[config.mk]
export PLATFORM = sky130hd
export DESIGN_NAME = max7219_cmd_scheduler_flat
export DESIGN_NICKNAME = d
export VERILOG_FILES = /design/src/rtl/max7219_cmd_scheduler_if.sv /design/src/rtl/max7219_cmd_scheduler.sv /design/src/flat_wrapper.sv
export SDC_FILE = /design/constraint.sdc
export NUM_CORES = 1
export LEC_CHECK = 0
export BUFFER_PORTS_ARGS = -buffer_cell sky130_fd_sc_hd__buf_2
export CAP_MARGIN = 25
export CORE_MARGIN = 2
export CORE_UTILIZATION = 40
export CTS_CLUSTER_SIZE = 16
export DETAILED_ROUTE_END_ITERATION = 7
export HOLD_SLACK_MARGIN = 0.02
export PLACE_DENSITY_LB_ADDON = 0.2
export SYNTH_ARGS = -nofsm -noshare
export SYNTH_HDL_FRONTEND = slang
export SYNTH_SLANG_ARGS = --single-unit
[constraint.sdc]
create_clock -name clk -period 4.05 [get_ports clk]
set_input_delay 0 -clock clk [delete_from_list [all_inputs] [get_ports clk]]
set_output_delay 0 -clock clk [all_outputs]
set_load 0.01 [all_outputs]
[src/rtl/max7219_cmd_scheduler_if.sv]
// Command word channel between the scheduler and the 16-bit SPI serializer.
interface max7219_cmd_scheduler_if;
    logic [15:0] cmd_data;
    logic        cmd_valid;
    logic        cmd_ready;

    modport master (output cmd_data, output cmd_valid, input cmd_ready);
    modport slave  (input cmd_data, input cmd_valid, output cmd_ready);
endinterface

[src/rtl/max7219_cmd_scheduler.sv]
// MAX7219 command scheduler: power-up init sequence, intensity updates and
// 8-row frame refreshes, arbitrated in IDLE and streamed over valid/ready.
module max7219_cmd_scheduler #(
    parameter logic [3:0]  INIT_INTENSITY = 4'h8,
    parameter int unsigned REINIT_FRAMES  = 256
) (
    input  logic                            clk,
    input  logic                            rst,
    input  logic [63:0]                     pixels,
    input  logic                            frame_valid,
    input  logic                            int_req,
    input  logic [3:0]                      int_level,
    max7219_cmd_scheduler_if.master         cmd,
    output logic                            busy,
    output logic                            init_done,
    output logic                            frame_done
);

    localparam int unsigned CNT_W = (REINIT_FRAMES > 0) ? $clog2(REINIT_FRAMES + 1) : 1;
    localparam logic [CNT_W-1:0] REINIT_MAX = CNT_W'(REINIT_FRAMES);

    typedef enum logic [1:0] {IDLE, INIT, INTENS, ROWS} state_t;

    state_t           state;
    logic [2:0]       step;
    logic [3:0]       intensity;
    logic             int_pend;
    logic             frame_pend;
    logic [63:0]      pending_frame;
    logic [63:0]      active_frame;
    logic [CNT_W-1:0] frame_cnt;
    logic             xfer;
    logic             reinit_due;

    function automatic logic [15:0] init_word(input logic [2:0] idx, input logic [3:0] lvl);
        case (idx)
            3'd0:    init_word = 16'h0C00;
            3'd1:    init_word = 16'h0F00;
            3'd2:    init_word = 16'h0900;
            3'd3:    init_word = 16'h0B07;
            3'd4:    init_word = {8'h0A, 4'h0, lvl};
            default: init_word = 16'h0C01;
        endcase
    endfunction

    // Row idx (0..7) goes to digit register idx+1; row 0 is the top byte.
    function automatic logic [15:0] row_word(input logic [63:0] frame, input logic [2:0] idx);
        logic [63:0] sh;
        sh = frame << {idx, 3'b000};
        row_word = {{5'd0, idx} + 8'd1, sh[63:56]};
    endfunction

    // Transfer strobe and re-init condition used by the FSM.
    always_comb begin
        xfer       = cmd.cmd_valid & cmd.cmd_ready;
        reinit_due = (REINIT_FRAMES != 0) && (frame_cnt == REINIT_MAX);
    end

    // Sequencer FSM with registered outputs; request capture shares the block.
    always_ff @(posedge clk or posedge rst) begin
        if (rst) begin
            state         <= IDLE;
            step          <= '0;
            intensity     <= INIT_INTENSITY;
            int_pend      <= 1'b0;
            frame_pend    <= 1'b0;
            pending_frame <= '0;
            active_frame  <= '0;
            frame_cnt     <= '0;
            cmd.cmd_data  <= '0;
            cmd.cmd_valid <= 1'b0;
            busy          <= 1'b0;
            init_done     <= 1'b0;
            frame_done    <= 1'b0;
        end else begin
            frame_done <= 1'b0;
            case (state)
                IDLE: begin
                    if (!init_done || reinit_due) begin
                        state         <= INIT;
                        step          <= '0;
                        cmd.cmd_data  <= init_word(3'd0, intensity);
                        cmd.cmd_valid <= 1'b1;
                        busy          <= 1'b1;
                    end else if (int_pend) begin
                        state         <= INTENS;
                        int_pend      <= 1'b0;
                        cmd.cmd_data  <= {8'h0A, 4'h0, intensity};
                        cmd.cmd_valid <= 1'b1;
                        busy          <= 1'b1;
                    end else if (frame_pend) begin
                        state         <= ROWS;
                        step          <= '0;
                        frame_pend    <= 1'b0;
                        active_frame  <= pending_frame;
                        cmd.cmd_data  <= row_word(pending_frame, 3'd0);
                        cmd.cmd_valid <= 1'b1;
                        busy          <= 1'b1;
                    end
                end
                INIT: begin
                    if (xfer) begin
                        if (step == 3'd5) begin
                            state         <= IDLE;
                            cmd.cmd_valid <= 1'b0;
                            busy          <= 1'b0;
                            init_done     <= 1'b1;
                            frame_cnt     <= '0;
                        end else begin
                            step         <= step + 3'd1;
                            cmd.cmd_data <= init_word(step + 3'd1, intensity);
                        end
                    end
                end
                INTENS: begin
                    if (xfer) begin
                        state         <= IDLE;
                        cmd.cmd_valid <= 1'b0;
                        busy          <= 1'b0;
                    end
                end
                ROWS: begin
                    if (xfer) begin
                        if (step == 3'd7) begin
                            state         <= IDLE;
                            cmd.cmd_valid <= 1'b0;
                            busy          <= 1'b0;
                            frame_done    <= 1'b1;
                            if (frame_cnt != REINIT_MAX) begin
                                frame_cnt <= frame_cnt + 1'b1;
                            end
                        end else begin
                            step         <= step + 3'd1;
                            cmd.cmd_data <= row_word(active_frame, step + 3'd1);
                        end
                    end
                end
                default: state <= IDLE;
            endcase
            // Placed after the FSM so a new request in the same cycle the
            // pending one is consumed re-arms the flag instead of being lost.
            if (frame_valid) begin
                pending_frame <= pixels;
                frame_pend    <= 1'b1;
            end
            if (int_req) begin
                intensity <= int_level;
                int_pend  <= 1'b1;
            end
        end
    end

endmodule

[src/flat_wrapper.sv]
// flat-port wrapper written by rule: the top's interface ports become plain ports
module max7219_cmd_scheduler_flat 
#(
    parameter logic [3:0]  INIT_INTENSITY = 4'h8,
    parameter int unsigned REINIT_FRAMES  = 256
)
  (clk, rst, pixels, frame_valid, int_req, int_level, busy, init_done, frame_done, cmd_cmd_data, cmd_cmd_valid, cmd_cmd_ready);
  max7219_cmd_scheduler_if cmd_i ();
  input  logic clk;
  input  logic rst;
  input  logic [63:0] pixels;
  input  logic frame_valid;
  input  logic int_req;
  input  logic [3:0] int_level;
  output logic busy;
  output logic init_done;
  output logic frame_done;
  output wire logic [$bits(cmd_i.cmd_data)-1:0] cmd_cmd_data;
  output wire logic [$bits(cmd_i.cmd_valid)-1:0] cmd_cmd_valid;
  input wire logic [$bits(cmd_i.cmd_ready)-1:0] cmd_cmd_ready;
  assign cmd_cmd_data = cmd_i.cmd_data;
  assign cmd_cmd_valid = cmd_i.cmd_valid;
  assign cmd_i.cmd_ready = cmd_cmd_ready;
  max7219_cmd_scheduler #(.INIT_INTENSITY(INIT_INTENSITY), .REINIT_FRAMES(REINIT_FRAMES)) u_core (.clk(clk), .rst(rst), .pixels(pixels), .frame_valid(frame_valid), .int_req(int_req), .int_level(int_level), .cmd(cmd_i), .busy(busy), .init_done(init_done), .frame_done(frame_done));
endmodule
Yosys cells after proc, flatten, opt, wreduce, memory -nomap -nowiden

Cells that the tools add are included.

Add/subtract/negate cells: 3
$mul: 0
Divide/modulo/power cells: 0
Magnitude comparators: 0
Equality and inequality tests: 25
Shifts and indexed selects: 1
Muxes and demuxes: 51
Bitwise gates (word level): 3
Reduce and logical (&&, ||, !) cells: 16

Operators by type and width:

| cell                  | count |
|---|---|
| $mux W16              | 7 |
| $shl A64 B6 Y64       | 1 |
| $pmux W11 S5          | 1 |
| $pmux W16 S3          | 1 |
| $mux W9               | 5 |
| $mux W3               | 7 |
| $mux W1               | 18 |
| $pmux W9 S2           | 1 |
| $reduce_and A6 Y1     | 3 |
| $mux W2               | 8 |
| $ne A2 B1 Y1 const B  | 6 |
| $ne A2 B2 Y1 const B  | 5 |
| $add A9 B1 Y9 const B | 1 |
| $eq A3 B3 Y1 const B  | 3 |
| $eq A9 B9 Y1 const B  | 1 |
| $ne A9 B9 Y1 const B  | 1 |
| $pmux W3 S3           | 1 |
| $pmux W2 S4           | 1 |
| $reduce_and A7 Y1     | 1 |
| $eq A3 B2 Y1 const B  | 2 |
| $reduce_and A3 Y1     | 2 |
| $reduce_bool A2 Y1    | 3 |
| $add A3 B1 Y4 const B | 1 |
| $eq A2 B2 Y1 const B  | 2 |
| other kinds (16)      | 17 |

Flip-flop bits (word level): 167
Latch bits: 0
Bits in writable memories: 0
Memory bits (read-only): 0
Output and inout port bits: 20
Memories: 0

Logic depth before layout (Yosys ltp)

Gate-level depths: netlist of run 1.

Depth in word-level cells: 6
Gate-level depth with buffers: 10
Gate-level depth less buffers: 6

Worst setup path before layout of run 1

No wires, ideal clock.

Path type: register to register
Start: register u_core.step[0]
End: register u_core.cmd.cmd_data[4]
Setup time: 0.125 ns
Arrival time: 2.745 ns
Path slack: 1.179 ns
Stages on the path, launching flop included: 11
Path buffers: 4
Cells stage by stage: dfrtp_1 > buf_2 > buf_6 > inv_1 > ha_1 > clkbuf_1 > buf_1 > mux4_2 > mux2_2 > a22o_1 > mux2_4

Word-level cells in the longest chain between the ends: 5

Ends and longest elaborated chain:

| element                | RTL line                      | source |
|---|---|---|
| start, declared        | max7219_cmd_scheduler.sv:25   | `logic [2:0] step;` |
| start signal, assigned | max7219_cmd_scheduler.sv:110  | `step <= step + 3'd1;` |
| start signal, assigned | max7219_cmd_scheduler.sv:133  | `step <= step + 3'd1;` |
| $add A3 B1 Y3          | max7219_cmd_scheduler.sv:134  | `cmd.cmd_data <= row_word(active_frame, step + 3'd1);` |
| $shl A64 B6 Y64        | max7219_cmd_scheduler.sv:49   | `sh = frame << {idx, 3'b000};` |
| $mux W16               | max7219_cmd_scheduler.sv:124  | `if (step == 3'd7) begin` |
| $mux W16               | max7219_cmd_scheduler.sv:123  | `if (xfer) begin` |
| $pmux W16 S3           | max7219_cmd_scheduler.sv:77   | `case (state)` |
| end signal, assigned   | max7219_cmd_scheduler.sv:82   | `cmd.cmd_data <= init_word(3'd0, intensity);` |
| end signal, assigned   | max7219_cmd_scheduler.sv:88   | `cmd.cmd_data <= {8'h0A, 4'h0, intensity};` |
| end signal, assigned   | max7219_cmd_scheduler.sv:134  |  |
| end, declared          | max7219_cmd_scheduler_if.sv:7 | `modport master (output cmd_data, output cmd_valid, input cmd_ready);` |

Parallel ways exist; a longest one is shown, timed or not. The select of a mux whose other input is x is not followed.
A chain may end at the register's enable or synchronous reset.

Final worst setup path of run 1

Start: register u_core.step[0]
End: register u_core.cmd.cmd_data[0]

Word-level cells in the longest chain between the ends: 6

Ends and longest elaborated chain:

| element                                               | RTL line                     | source |
|---|---|---|
| branches (longest 6 deep; another with $add A3 B1 Y3) | -                            |  |
| end signal, assigned                                  | max7219_cmd_scheduler.sv:82  |  |
| end signal, assigned                                  | max7219_cmd_scheduler.sv:88  |  |
| end signal, assigned                                  | max7219_cmd_scheduler.sv:111 | `cmd.cmd_data <= init_word(step + 3'd1, intensity);` |

Several ways; the timed one is not identified. The select of a mux whose other input is x is not followed.

==> results of run 1 <==
## layout make-up
| class | instances | area [sq um] |
|---|---|---|
| clock buffer | 19 | 453 |
| clock inverter | 13 | 114 |
| fill | 1621 | 9230 |
| inverter | 9 | 37.5 |
| multi-input combinational | 317 | 3340 |
| sequential | 163 | 4080 |
| tap | 260 | 325 |
| timing repair buffer | 169 | 1260 |
## cells in the final DEF, fill, tap and decap left out, drive strengths merged, types with 3 or more instances in the layout
cell / count
conb: 4
dlygate4sd3: 75
mux4: 16
and2: 3
o211ai: 3
a22o: 5
a21o: 4
a31oi: 12
o32a: 3
or2: 6
o31ai: 3
clkinv: 3
buf: 94
nand4: 3
nand2b: 5
nor3: 5
clkinvlp: 4
ha: 10
o2bb2ai: 3
nor2: 5
or4: 4
o21ai: 10
mux2i: 11
clkbuf: 19
nor4: 4
a21oi: 7
mux2: 147
dfrtp: 162
nand2: 14
nand3: 9
inv: 15
## flip-flops by register name, summed over array words and instances, names as in the netlist
signal,flops
u_core.step,3
u_core.init_done,1
u_core.frame_pend,1
u_core.busy,1
u_core.int_pend,1
u_core.intensity,4
u_core.frame_done,1
u_core.pending_frame,64
u_core.frame_cnt,9
u_core.active_frame,64
u_core.state,2
u_core.cmd.cmd_data,12
## metrics by stage
step	cell area (sq um)	worst slack, ns	total power, W	std cells	hold WS [ns]
after CTS	9600	1.10	0.00356	949	0.209
after global routing	9610	0.861	0.00365	950	0.232
after detailed placement	8280	1.07	0.00195	842	0.235
after floorplan	7730	1.18	0.00187	522	0.0923
final	9610	1.13	0.00351	950	0.212
after global placement	8280	1.23	0.00194	842	0.232
## how the worst max path moves through the flow
stage / from / endpoint / slack (ns) / depth (start not counted)
finish: u_core.step[0] / u_core.cmd.cmd_data[0] / 1.13 / 6
global route: u_core.step[0] / u_core.cmd.cmd_data[0] / 0.86 / 6
CTS: u_core.step[0] / u_core.cmd.cmd_data[0] / 1.10 / 6
detailed placement: u_core.step[0] / u_core.cmd.cmd_data[0] / 1.07 / 6
global placement: u_core.step[0] / u_core.cmd.cmd_data[0] / 1.23 / 6
floorplan: u_core.step[0] / u_core.cmd.cmd_data[4] / 1.18 / 10
## per-layer routing
metal	up-vias	share of wire (%)
met1	2467	43
met3	12	4.1
met4	0	0.95
li1	2234	-
met5	-	0
met2	113	52
## power by group through the flow
stage	clock network [W]	registers, W	logic (W)
floorplan	0	0.00175	0.000116
detailed placement	0	0.00178	0.000171
CTS	0.00158	0.00175	0.000230
global placement	0	0.00178	0.000165
finish	0.00153	0.00175	0.000225
global route	0.00165	0.00175	0.000250
## logic make-up (layout without fill, tap and decap cells)
logic type | after synthesis | count (layout) | synth area share, %
adder cells (fa/ha/maj) | 10 | 10 | 1.62
AND/OR/NAND/NOR | 70 | 70 | 5.22
multiplexers | 174 | 174 | 30.6
buffers and inverters | 42 | 210 | 4.02
other | 1 | 4 | 0.0486
flip-flops | 163 | 163 | 52.9
AO/OA/AOI/OAI | 59 | 59 | 5.61
## synth_stat cells, drive strengths merged, types with 2 or more instances
library cell | number | share of area (%)
buf | 19 | 2.9
nand2b | 5 | 0.41
o221ai | 2 | 0.23
o211ai | 3 | 0.47
ha | 10 | 1.6
nand4 | 3 | 0.24
or2 | 6 | 0.49
o21ai | 10 | 0.70
and3 | 2 | 0.23
a21oi | 7 | 0.45
nor3 | 5 | 0.32
or3 | 2 | 0.16
mux2 | 147 | 24
nand2 | 14 | 0.68
a31oi | 12 | 0.97
a21o | 4 | 0.39
or4 | 4 | 0.39
o2bb2ai | 3 | 0.34
clkbuf | 14 | 0.68
o32a | 3 | 0.39
nor4 | 4 | 0.32
mux4 | 16 | 4.7
dfrtp | 162 | 53
mux2i | 11 | 1.4
nand3 | 9 | 0.58
nor3b | 2 | 0.26
nor2 | 5 | 0.24
nor2b | 2 | 0.16
and2 | 3 | 0.24
a22o | 5 | 0.57
inv | 9 | 0.44
o31ai | 3 | 0.29
## worst max-delay path: stages (launching register included)
cell	delay, ns
dfrtp_1	0.64
inv_1	0.21
ha_1	0.75
mux4_2	0.59
mux2_2	0.29
o221ai_1	0.19
a31oi_1	0.11
==> impl_metrics.env, run 1 <==
export IMPL_fin_crit_sh_pct=72.0
export IMPL_die_h_um=143
export IMPL_overflow=0
export IMPL_drc=0
export IMPL_tritoncts="done"
export IMPL_grt_pass1_wl_um=27800
export IMPL_endpoint_kind="flop"
export IMPL_crit_path_max_fanout=15
export IMPL_cts_buffer_depth=2
export IMPL_core_sq_mm=0.0188
export IMPL_final_util_pct=51.0
export IMPL_avgRoutedWirePerCell_um=18.2
export IMPL_numCtsBuffers=17
export IMPL_clk_latency_ns=0.43
export IMPL_worstSetupPathType="reg2reg"
export IMPL_synth_avg_cell_area_sq_um=14.9
export IMPL_holdCritStartpoint="frame_valid"
export IMPL_grtUsageMet1_pct=23.1
export IMPL_critPathRequiredTime_ns=4.35
export IMPL_cts_sinks=163
export IMPL_r2r_end="u_core.cmd.cmd_data[0]"
export IMPL_dr_pass1_iters=4
export IMPL_clock_skew_ns=0.00813
export IMPL_dp_hpwl_um=12000
export IMPL_gr_max_usage_layer="met2"
export IMPL_rsz0062_at_grt="no"
export IMPL_final_layout_size_suffix_gt1_share_pct=42.9
export IMPL_gp_congestion=0.899
export IMPL_antenna_found_initial=0
export IMPL_maxCapViolCount=0
export IMPL_hold_path_end="u_core.frame_pend"
export IMPL_setup_viol=0
export IMPL_rows=50
export IMPL_htreeDepth=4
export IMPL_synth_seq_area_share_pct=52.9
export IMPL_swShare_pct=23.7
export IMPL_met2_usage_pct=31.0
export IMPL_synth_seq_cells=163
export IMPL_nets=760
export IMPL_start_kind="flop"
export IMPL_p_clk_share_pct=43.8
export IMPL_p_per_area_mw_per_mm2=365
export IMPL_syn_to_final_growth_pct=24.5
export IMPL_comb_power_share_pct=6.4
export IMPL_hold_viol=0
export IMPL_drt_wl_total_um=17300
export IMPL_cp_arrival_ns=3.21
export IMPL_antenna_cells=0
export IMPL_vias=4826
export IMPL_max_freq_mhz=343
export IMPL_period_minus_slack_ns=2.92
export IMPL_status="finished, final reports clean"
export IMPL_grtUsageMet3_pct=3.62
export IMPL_cts_reportedPaths_clkPinSlew_ns=0.06
export IMPL_ioPinCount=93
export IMPL_yosysWarnings=0
export IMPL_worst_r2r_cell_count=6
export IMPL_p_switching_w=0.000830
export IMPL_drt_iter0_drc=267
export IMPL_post_cts_setup_buffers=0
export IMPL_grt_use_total_pct=18.0
export IMPL_die_width_um=143
export IMPL_relSlewSlack_pct=36.9
export IMPL_grt_pass1_vias=5019
export IMPL_r2r_slack_ns=1.13
export IMPL_whs_path_depth=2
export IMPL_synth_edf_count=0
export IMPL_synth_async_reset_ratio_pct=100
export IMPL_syn_inst=519
export IMPL_worstMarginPinSlew_ns=0.946
export IMPL_grt_max_degree=164
export IMPL_via_per_inst=5.08
export IMPL_die_area_sq_mm=0.0204
export IMPL_intPower_w=0.00268
export IMPL_clockRootBuffer="clkbuf_16"
export IMPL_ant_nets=0
export IMPL_start_util_pct=41.0
export IMPL_netlist_area_sq_mm=0.00771
export IMPL_yosysUniqueCellTypes=56
export IMPL_p_leak_nw=4.60
export IMPL_min_path_type="in2reg"
export IMPL_setup_tns_ns=0
export IMPL_io_buffers=88
export IMPL_pwr_share_seq_pct=49.8
export IMPL_postCtsHoldBufs=75
export IMPL_cts_resized_gates=0
export IMPL_finalMaxSlewViolations=0
export IMPL_timing_rr_start="u_core.step[0]"
export IMPL_ir_drop_mv=0.265
export IMPL_synthFlopType="dfrtp_1"
(Power assumes the default switching activity.)
==> run 2, diff against run 1 <==
Clock period 4.05 ns to 2.8 ns, I/O delays scaled along.
==> run 2 against run 1 <==
  * Cell count increased by 1.3%
  * Core utilization increased by 0.85 points
  * First-iteration DRC count increased by 5.6%
  * Critical endpoint is now u_core.active_frame[33]
  * Non-clock buffer count increased by 12
  * Sequential power increased by 45%
  * Cell area increased by 1.7%
==> impl_metrics.env, run 2 (synthesized netlist as in run 1, its figures left out) <==
export IMPL_vias=4848
export IMPL_start_util_pct=41.0
export IMPL_cts_resized_gates=0
export IMPL_reg_top3="u_core.active_frame: 64 flops, u_core.pending_frame: 64 flops, u_core.cmd.cmd_data: 12 flops"
export IMPL_ioPinCount=93
export IMPL_die_area_sq_mm=0.0204
export IMPL_rows=50
export IMPL_overflow=0
export IMPL_p_leak_nw=4.68
export IMPL_nets=772
export IMPL_syn_to_final_growth_pct=26.6
export IMPL_holdCritStartpoint="frame_valid"
export IMPL_clk_latency_ns=0.42
export IMPL_cp_arrival_ns=2.76
export IMPL_grt_pass1_wl_um=27900
export IMPL_mostFrequentLayoutCells="dfrtp_1, buf_2, mux2_2"
export IMPL_dp_hpwl_um=11800
export IMPL_rsz0062_at_grt="no"
export IMPL_hold_path_end="u_core.frame_pend"
export IMPL_setup_tns_ns=0
export IMPL_dr_pass1_iters=4
export IMPL_start_kind="flop"
export IMPL_fin_crit_sh_pct=87.7
export IMPL_htreeDepth=4
export IMPL_design_power_total_w=0.00522
export IMPL_grt_pass1_vias=5109
export IMPL_final_layout_size_suffix_gt1_share_pct=43.9
export IMPL_drt_wl_total_um=17100
export IMPL_via_per_inst=5.04
export IMPL_r2r_slack_ns=0.34
export IMPL_grt_use_total_pct=17.9
export IMPL_multi_input_area_sq_mm=0.00334
export IMPL_clockRootBuffer="clkbuf_16"
export IMPL_place_ws_ns=0.362
export IMPL_critPathRequiredTime_ns=3.10
export IMPL_mostFrequentLayoutCell="dfrtp_1"
export IMPL_cpMaxStageDelayCell="or4_1"
export IMPL_worstMarginPinSlew_ns=0.994
export IMPL_crit_chain="or4_1, o21ai_2, or2_4, buf_4, mux2_4"
export IMPL_die_width_um=143
export IMPL_numCtsBuffers=17
export IMPL_whs_path_depth=2
export IMPL_worst_slack_ns=0.345
export IMPL_setup_viol=0
export IMPL_clock_skew_ns=0.00745
export IMPL_r2r_end="u_core.active_frame[33]"
export IMPL_cpLargestDelayFamily="simple AND/OR/NAND/NOR gates"
export IMPL_period_minus_slack_ns=2.46
export IMPL_antenna_cells=0
export IMPL_cts_sinks=163
export IMPL_drc=0
export IMPL_p_per_area_mw_per_mm2=534
export IMPL_max_freq_mhz=407
export IMPL_io_buffers=88
export IMPL_cts_buffer_depth=2
export IMPL_register_area_sq_mm=0.00408
export IMPL_tritoncts="done"
export IMPL_maxCapViolCount=0
export IMPL_worstSetupPathType="reg2reg"
export IMPL_cp_depth=5
export IMPL_ir_drop_mv=0.408
export IMPL_post_cts_setup_buffers=0
export IMPL_ant_nets=0
export IMPL_avgRoutedWirePerCell_um=17.8
export IMPL_antenna_found_initial=0
export IMPL_drt_iter0_drc=282
export IMPL_finalMaxSlewViolations=0
export IMPL_fill_cells=1583
export IMPL_timing_rr_start="u_core.frame_cnt[2]"
export IMPL_hold_viol=0
export IMPL_critPathBufInv=1
export IMPL_worst_r2r_cell_count=5
export IMPL_die_h_um=143
export IMPL_status="finished, final reports clean"
export IMPL_crit_path_max_fanout=18
export IMPL_relSlewSlack_pct=33.7
export IMPL_postCtsHoldBufs=75
export IMPL_cts_reportedPaths_clkPinSlew_ns=0.07
export IMPL_core_sq_mm=0.0188
export IMPL_min_path_type="in2reg"
export IMPL_endpoint_kind="flop"
export IMPL_gp_congestion=0.892
export IMPL_crit_path_max_incr_delay_ns=0.70
export IMPL_grt_max_degree=164
## run 2: changes by cell type in the layout (fill, tap and decap cells not counted), moves of 2 or more
cell / previous run / this run
inv_8: 3 / 1
bufinv_16: 0 / 2
buf_12: 2 / 5
clkbuf_8: 2 / 0
buf_4: 3 / 13
## run 2: layout make-up
class / instances / area share (%)
sequential: 163 / 41.8
multi-input combinational: 317 / 34.2
timing repair buffer: 181 / 14.2
clock buffer: 17 / 4.36
tap: 260 / 3.33
clock inverter: 15 / 1.76
inverter: 9 / 0.384
## run 2: routing by layer
metal,up-vias,GRT usage [%],share of wire [%]
met5,-,0,0
li1,2253,-,-
met2,109,29.4,50
met1,2469,24.0,45
met3,17,3.59,3.4
met4,0,5.47,1.7
## run 2: report_power, final
| group | switching, W | internal [W] |
|---|---|---|
| sequential | 0.0000712 | 0.00245 |
| clock | 0.00102 | 0.00134 |
| combinational | 0.000123 | 0.000206 |
| total | 0.00122 | 0.00400 |
## run 2: per-stage QoR
| step | instance area, sq um | util (%) | cells | hold WS (ns) |
|---|---|---|---|---|
| 6_report | 9770 | 51.9 | 962 | 0.231 |
| 5_1_grt | 9770 | 51.9 | 962 | 0.250 |
| 4_1_cts | 9770 | 51.9 | 962 | 0.217 |
| 3_5_place_dp | 8420 | 44.7 | 855 | 0.234 |
| 3_3_place_gp | 8420 | 44.7 | 855 | 0.232 |
| 2_1_floorplan | 7730 | - | 522 | 0.0923 |
## run 2: worst max-delay path by stage
stage | slack, ns | end | start
final | 0.34 | u_core.active_frame[33] | u_core.frame_cnt[2]
after global routing | 0.23 | u_core.active_frame[0] | u_core.frame_cnt[2]
after CTS | 0.34 | u_core.active_frame[4] | u_core.frame_cnt[2]
after detailed placement | 0.36 | u_core.active_frame[33] | u_core.frame_cnt[2]
after global placement | 0.42 | u_core.active_frame[43] | u_core.frame_cnt[2]
after floorplan | 0.07 | u_core.cmd.cmd_data[4] | u_core.step[0]
==> run 3, diff against run 2 <==
Settings changed: BUFFER_PORTS_ARGS -buffer_cell sky130_fd_sc_hd__buf_2 to -buffer_cell sky130_fd_sc_hd__clkbuf_2, RECOVER_POWER set to 25.
==> run 3 against run 2 <==
  * The flow now finishes with violations (capacitance limit, slew limit)
  * Clock power increased by 9.7%
  * First-iteration DRC count is 14% lower
  * Cell area rose by 0.27%
  * Critical path depth increased by 2
  * Clock skew increased by 0.0040 ns
  * Hold slack better by 0.015 ns
  * Wire length is 0.50% higher
  * Sequential share of layout area fell by 0.11 points
  * Sequential cell count did not move
  * Cell count fell by 0.10%
  * Setup slack better by 0.039 ns
==> impl_metrics.env, run 3 (synthesized netlist as in run 1, its figures left out) <==
export IMPL_cts_resized_gates=0
export IMPL_syn_to_final_growth_pct=26.9
export IMPL_dp_hpwl_um=11900
export IMPL_drt_wl_total_um=17200
export IMPL_ir_drop_mv=0.373
export IMPL_fin_area_sq_mm=0.00979
export IMPL_clk_latency_ns=0.42
export IMPL_min_path_type="in2reg"
export IMPL_final_layout_size_suffix_gt1_share_pct=43.8
export IMPL_crit_path_max_incr_delay_ns=0.53
export IMPL_dr_pass1_iters=4
export IMPL_clockRootBuffer="clkbuf_16"
export IMPL_dpl_cell_area_sq_mm=0.00841
export IMPL_die_h_um=143
export IMPL_ant_nets=0
export IMPL_grt_use_total_pct=18.0
export IMPL_design_power_total_w=0.00544
export IMPL_finalMaxSlewViolations=165
export IMPL_critPathRequiredTime_ns=3.14
export IMPL_setup_tns_ns=0
export IMPL_r2r_end="u_core.cmd.cmd_data[0]"
export IMPL_mostFrequentLayoutCell="dfrtp_1"
export IMPL_rsz0062_at_grt="no"
export IMPL_postCtsHoldBufs=75
export IMPL_grt_pass1_wl_um=28200
export IMPL_mostFrequentLayoutCells="dfrtp_1, clkbuf_2, mux2_2"
export IMPL_worstMarginPinSlew_ns=2.07
export IMPL_p_leak_nw=4.70
export IMPL_post_cts_setup_buffers=0
export IMPL_reg_top3="u_core.active_frame: 64 flops, u_core.pending_frame: 64 flops, u_core.cmd.cmd_data: 12 flops"
export IMPL_gp_congestion=0.904
export IMPL_fin_crit_sh_pct=86.3
export IMPL_vias=4843
export IMPL_grt_pass1_vias=5204
export IMPL_status="complete, but fails checks"
export IMPL_cp_depth=7
export IMPL_overflow=0
export IMPL_setup_viol=0
export IMPL_cp_common_cell="ha_1"
export IMPL_nets=771
export IMPL_hold_viol=0
export IMPL_timing_rr_start="u_core.step[0]"
export IMPL_crit_end="u_core.cmd.cmd_data[0]"
export IMPL_fill_cells=1569
export IMPL_via_per_inst=5.04
export IMPL_die_width_um=143
export IMPL_rows=50
export IMPL_htreeDepth=4
export IMPL_worst_r2r_cell_count=7
export IMPL_cp_arrival_ns=2.76
export IMPL_drc=0
export IMPL_relSlewSlack_pct=-37.9
export IMPL_worstSetupPathType="reg2reg"
export IMPL_start_kind="flop"
export IMPL_p_per_area_mw_per_mm2=556
export IMPL_antenna_found_initial=0
export IMPL_cpMaxStageDelayCell="ha_1"
export IMPL_cpLargestDelayFamily="adder cells"
export IMPL_ioPinCount=93
export IMPL_io_buffers=88
export IMPL_r2r_slack_ns=0.38
export IMPL_avgRoutedWirePerCell_um=17.9
export IMPL_endpoint_kind="flop"
export IMPL_max_freq_mhz=414
export IMPL_cts_reportedPaths_clkPinSlew_ns=0.07
export IMPL_crit_chain="ha_1, ha_1, buf_4, nor3b_1, a21o_1, o221ai_1, a31oi_1"
export IMPL_clock_skew_ns=0.0115
export IMPL_cp_startpoint="u_core.step[0]"
export IMPL_failed_checks="capacitance limit, slew limit"
export IMPL_tritoncts="done"
export IMPL_numCtsBuffers=17
export IMPL_cts_sinks=163
export IMPL_core_sq_mm=0.0188
export IMPL_grt_max_degree=94
export IMPL_die_area_sq_mm=0.0204
export IMPL_start_util_pct=41.0
export IMPL_antenna_cells=0
export IMPL_maxCapViolCount=2
export IMPL_period_minus_slack_ns=2.42
export IMPL_drt_iter0_drc=243
export IMPL_critPathBufInv=1
export IMPL_crit_path_max_fanout=8
export IMPL_cts_buffer_depth=2
-- run 3: cell type report --
class                           instances  area (sq um)  share of cell area, %
Multi-Input combinational cell        317          3340                   34.1
Tap cell                              260           325                   3.32
Inverter                                9          35.0                  0.358
Sequential cell                       163          4080                   41.7
Clock inverter                         15           238                   2.43
Timing Repair Buffer                  180          1350                   13.8
Clock buffer                           17           425                   4.34
-- run 3: power breakdown --
part	switching, W	internal (W)
combinational	0.000122	0.000204
clock	0.00105	0.00154
sequential	0.0000716	0.00245
total	0.00124	0.00420
-- run 3: how the worst min path moves through the flow --
stage | start | to | slack, ns | cells after the start
2_1_floorplan | int_req | u_core.int_pend | 0.09 | 1
3_3_place_gp | rst | u_core.intensity[0] | 0.16 | 3
3_5_place_dp | rst | u_core.intensity[0] | 0.16 | 3
4_1_cts | frame_valid | u_core.frame_pend | 0.26 | 2
5_1_grt | frame_valid | u_core.frame_pend | 0.26 | 2
6_report | frame_valid | u_core.frame_pend | 0.25 | 2
-- run 3: routing by layer --
| layer | routed length, um | track usage (%) |
|---|---|---|
| met1 | 7750 | 23.6 |
| met2 | 8620 | 29.9 |
| met3 | 558 | 4.02 |
| met4 | 280 | 5.52 |
| met5 | 0 | 0 |
-- run 3: metrics by stage --
stage	cells	util (%)	hold WS, ns	setup slack (ns)
after floorplan	522	-	0.0923	0.0703
after global placement	854	44.7	0.157	0.458
after detailed placement	854	44.7	0.163	0.428
after CTS	961	52.2	0.256	0.401
after global routing	961	52.0	0.260	0.173
final	961	52.0	0.246	0.384
-- run 3: worst register-to-register path, stage by stage, from the launching register on --
cell and delay (ns):
dfrtp_1 0.43, ha_1 0.31, ha_1 0.53, buf_4 0.21, nor3b_1 0.30, a21o_1 0.22
o221ai_1 0.15, a31oi_1 0.19
